File: src/rtl/uart_tx_fifo_bridge.sv
// rtl/uart_tx_fifo_bridge.sv - byte FIFO between UART receiver and transmitter in the echo path
//
// Ports:
//   clk          system clock
//   reset        asynchronous active-low reset
//   i_wr_valid   one-cycle pulse, i_wr_data holds a received byte
//   i_wr_data    received byte
//   i_tx_done    one-cycle pulse from the transmitter, frame finished
//   o_tx_start   one-cycle pulse launching a transmitter frame
//   o_tx_data    byte being transmitted, stable from o_tx_start until i_tx_done
//   o_count      bytes held in the FIFO (the byte in flight is not counted)
//   o_empty      o_count == 0
//   o_full       o_count == DEPTH
//   o_overflow   sticky, a byte was dropped because the FIFO was full
module uart_tx_fifo_bridge #(
    parameter int DEPTH  = 16,
    parameter int ADDR_W = 4
) (
    input  logic              clk,
    input  logic              reset,
    input  logic              i_wr_valid,
    input  logic [7:0]        i_wr_data,
    input  logic              i_tx_done,
    output logic              o_tx_start,
    output logic [7:0]        o_tx_data,
    output logic [ADDR_W:0]   o_count,
    output logic              o_empty,
    output logic              o_full,
    output logic              o_overflow
);

    typedef enum logic [1:0] {
        IDLE,
        START,
        BUSY,
        GAP
    } state_t;

    localparam logic [ADDR_W:0] COUNT_FULL = (ADDR_W + 1)'(DEPTH);

    state_t            state;
    logic [7:0]        mem [DEPTH];
    logic [ADDR_W-1:0] wr_ptr;
    logic [ADDR_W-1:0] rd_ptr;
    logic              pop;
    logic              push;

    assign o_empty = (o_count == '0);
    assign o_full  = (o_count == COUNT_FULL);

    // A pop frees a slot on the same edge, so a full FIFO still accepts a byte
    // when the FSM launches a frame on that edge.
    assign pop  = (state == IDLE) && !o_empty;
    assign push = i_wr_valid && (!o_full || pop);

    // Storage carries no reset; stale contents are unreachable once the
    // pointers and count are cleared.
    always_ff @(posedge clk) begin
        if (push) begin
            mem[wr_ptr] <= i_wr_data;
        end
    end

    always_ff @(posedge clk or negedge reset) begin
        if (!reset) begin
            state      <= IDLE;
            wr_ptr     <= '0;
            rd_ptr     <= '0;
            o_count    <= '0;
            o_tx_start <= 1'b0;
            o_tx_data  <= 8'h00;
            o_overflow <= 1'b0;
        end else begin
            if (push) begin
                wr_ptr <= wr_ptr + 1'b1;
            end
            if (i_wr_valid && !push) begin
                o_overflow <= 1'b1;
            end

            case ({push, pop})
                2'b10:   o_count <= o_count + 1'b1;
                2'b01:   o_count <= o_count - 1'b1;
                default: o_count <= o_count;
            endcase

            case (state)
                IDLE: begin
                    if (pop) begin
                        // On a full-FIFO push+pop, wr_ptr == rd_ptr; the read
                        // returns the old byte because the write lands after this edge.
                        o_tx_data  <= mem[rd_ptr];
                        rd_ptr     <= rd_ptr + 1'b1;
                        o_tx_start <= 1'b1;
                        state      <= START;
                    end
                end
                START: begin
                    // i_tx_done cannot belong to this frame yet, so it is ignored here.
                    o_tx_start <= 1'b0;
                    state      <= BUSY;
                end
                BUSY: begin
                    if (i_tx_done) begin
                        state <= GAP;
                    end
                end
                GAP: begin
                    // Keeps two cycles between i_tx_done and the next o_tx_start.
                    state <= IDLE;
                end
                default: state <= IDLE;
            endcase
        end
    end

endmodule
File: config.mk
export PLATFORM = sky130hd
export DESIGN_NAME = uart_tx_fifo_bridge
export DESIGN_NICKNAME = d
export VERILOG_FILES = /design/src/rtl/uart_tx_fifo_bridge.sv
export SDC_FILE = /design/constraint.sdc
export NUM_CORES = 1
export LEC_CHECK = 0
export BUFFER_PORTS_ARGS = -buffer_cell sky130_fd_sc_hd__buf_4
export CORE_UTILIZATION = 50
export CTS_BUF_LIST = sky130_fd_sc_hd__clkbuf_4 sky130_fd_sc_hd__clkbuf_8
export DETAILED_ROUTE_END_ITERATION = 16
export PLACE_DENSITY = 0.74
export RECOVER_POWER = 25
export SLEW_MARGIN = 0
export SYNTH_ARGS = -nofsm -noshare
export SYNTH_HDL_FRONTEND = slang
export SYNTH_SLANG_ARGS = --single-unit
File: constraint.sdc
create_clock -name clk -period 3.25 [get_ports clk]
set_input_delay 0 -clock clk [delete_from_list [all_inputs] [get_ports clk]]
set_output_delay 0 -clock clk [all_outputs]
set_load 0.01 [all_outputs]
==> run_results.csv <==
group,metric,value,unit
outcome,outcome,"completed",
sta,timing.final.hold_violations,0,
yosys,syn_inst,331,
routing,drc,0,
sta,skew,0.0114,ns
sta,hold_ws,0.428,ns
floorplan,chipHeight,113,µm
routing,ant_nets,0,
placed_design,numPortBuffers,28,
power_and_ir_drop,peakVddDrop,0.000366,V
sta,rsz0062_at_grt,"no",
worst_setup_path,critical_path_class,"reg2reg",
worst_setup_path,critPathRequiredTime,3.62,ns
yosys,synth_top_flop_cell,"edfxtp_1",
grt,grt_max_degree,34,
yosys,synth-edff-count,128,
sta,fin_crit_sh,0.864,
yosys,netlist.area_leader.share,0.618,
worst_setup_path,cp-end-kind,"flip-flop",
yosys,synth_area_per_cell,18.8,µm²
power_and_ir_drop,p_int,0.00451,W
power_and_ir_drop,clockPowerShare,0.260,
cells_and_area,diodes,0,
clock_tree,cts_max_path_buffers,2,
placed_design,hpwlAfterDp,7460,µm
cells_and_area,drive_above_1_share,0.297,
power_and_ir_drop,p_leak,2.49,nW
cells_and_area,final_core_util,0.600,
clock_tree,clk_pin_slew,0.08,ns
clock_tree,cts_max_level,4,
cells_and_area,syn_to_final_growth,16.5,%
job,drv_cap,0,
routing,via_per_inst,5.57,
power_and_ir_drop,switchingPower,0.00200,W
cells_and_area,nets,408,
power_and_ir_drop,swShare,0.307,
worst_setup_path,crit_fanout,9,
grt,grt_pass1_wl,18600,µm
sta,finalMaxSlewViolations,0,
grt,grt-ovfl-total,0,
floorplan,rows,40,
sta,worst_pin_slew,1.18,ns
routing,drt_iter0_markers,227,
yosys,ys_warn_count,0,
clock_tree,cts.sinks,153,
yosys,ys_types,40,
placed_design,gp_congestion,0.809,
power_and_ir_drop,combPwrFrac,0.325,
yosys,post_synth_instance_area,6210,µm²
floorplan,io_pins,29,
clock_tree,root_buffer,"clkbuf_8",
grt,antenna_found_initial,0,
clock_tree,cts_setup_buffers,0,
yosys,syn_nets,355,
routing,finalWirelength,11900,µm
yosys,yosysSeqAreaShare,0.719,
clock_tree,clk_latency,0.45,ns
sta,setup_violations,0,
floorplan,die_area,12900,µm²
hold_path,hold_path.class,"in2reg",
cells_and_area,finalInstanceArea,7240,µm²
worst_setup_path,critical_path_arrival,3.18,ns
cells_and_area,fillers,857,
sta,setup_tns,0,ns
clock_tree,cts_tree,"yes",
grt,grt_pass1_vias,3375,
hold_path,holdPathStages,3,
yosys,synth_area_leaders,"edfxtp_1, mux4_2, dfrtp_1",
sta,period_needed,2.81,ns
worst_setup_path,reg2reg_depth,12,
power_and_ir_drop,p_seq_frac,0.415,
routing,drt-pass1-iter-count,4,
yosys,yosys_register_bits,153,
sta,slew_headroom,0.208,
worst_setup_path,startpoint_type,"flip-flop",
clock_tree,numCtsBuffers,17,
floorplan,start_util,0.515,
routing,wl_per_cell,21.1,µm
yosys,synthArstFlopShare,0.163,
clock_tree,post_cts_hold_buffer_count,13,
clock_tree,cts_resized,0,
yosys,synth_top_cell_by_area,"edfxtp_1",
grt,gr-usage-all-layers,0.205,
power_and_ir_drop,power_density,898,nW/µm²
placed_design,dpl_cell_area,6660,µm²
sta,max_freq,0.356,GHz
routing,vias,3146,
floorplan,core,12100,µm²
floorplan,die_w,113,µm
## critical path, stage by stage (launching register included)
cell	delay [ns]
dfrtp_1	0.40
inv_1	0.10
ha_1	0.35
inv_1	0.14
a21oi_2	0.15
nand2b_1	0.12
inv_2	0.13
ha_1	0.27
nor2b_1	0.15
o21a_1	0.17
or2_2	0.30
o32a_1	0.30
o211ai_1	0.15
## synth_stat cells (4+ instances only)
cell type and n:
edfxtp_1 128, mux4_2 32, dfrtp_1 25, o22ai_1 17, inv_1 14, a21oi_1 12
ha_1 11, and2_1 9, mux2_2 9, clkbuf_1 8, xnor2_1 8, nand2_1 6
buf_4 5, nor2_1 5, nor4_1 4
## final cells by class
class / count / area [µm²] / share of cell area
Clock buffer: 19 / 249 / 0.0344
Clock inverter: 13 / 225 / 0.0311
Inverter: 15 / 56.3 / 0.00778
Multi-Input combinational cell: 146 / 1630 / 0.226
Sequential cell: 153 / 4470 / 0.618
Tap cell: 168 / 210 / 0.0290
Timing Repair Buffer: 51 / 395 / 0.0546
## worst paths after layout
check,startpoint,end,slack [ns]
setup / recovery,state[1],o_count[4],0.44
hold / removal,i_wr_valid,o_overflow,0.43
setup reg to reg,state[1],o_count[4],0.44
hold reg to reg,o_overflow,o_overflow,0.49
max in group asynchronous,reset,rd_ptr[1],2.48
min in group asynchronous,reset,o_tx_data[0],0.44
## layout by cell type, fill, tap and decap left out, drive strengths merged, types with 4 or more instances in the layout
master,instances
a21oi,13
and2,9
buf,31
bufinv,6
clkbuf,27
clkinv,4
dfrtp,25
dlygate4sd3,12
edfxtp,128
ha,11
inv,15
mux2,11
mux4,32
nand2,6
nor2,5
nor4,5
o21ai,4
o22ai,17
xnor2,8
## cell families after synthesis
family                     count (synthesis)  share of synthesized area
muxes                                     44                      0.139
DFF                                      153                      0.719
and+or+nand+nor                           38                     0.0362
buffers and inverters                     32                     0.0228
AOI/OAI and AO/OA                         43                     0.0451
xor gates and xnor gates                   9                     0.0127
adders and majority gates                 12                     0.0254
## per-layer routing
layer / track usage / up-vias / part of all wire
li1: - / 1416 / -
met1: 0.259 / 1612 / 0.41
met2: 0.344 / 100 / 0.52
met3: 0.0383 / 18 / 0.045
met4: 0.102 / 0 / 0.019
met5: 0 / - / 0
## through the flow
step / instances / total power [W] / setup WS, ns
CTS: 565 / 0.00655 / 0.445
global route: 565 / 0.00682 / 0.224
detailed placement: 520 / 0.00485 / 0.474
global placement: 520 / 0.00477 / 0.621
floorplan: 331 / 0.00422 / 0.658
finish: 565 / 0.00650 / 0.441
## flip-flops by register name, indices dropped and copies added, names as in the netlist
| name | count |
|---|---|
| mem | 128 |
| o_tx_start | 1 |
| wr_ptr | 4 |
| state | 2 |
| o_overflow | 1 |
| o_tx_data | 8 |
| o_count | 5 |
| rd_ptr | 4 |
## power by group through the flow
stage          sequential [W]  combinational (W)  clock, W
3_5_place_dp          0.00274            0.00211         0
4_1_cts               0.00270            0.00214   0.00171
2_1_floorplan         0.00267            0.00155         0
6_report              0.00270            0.00211   0.00169
3_3_place_gp          0.00271            0.00206         0
5_1_grt               0.00273            0.00230   0.00179
Power figures use the tool's default switching activity.
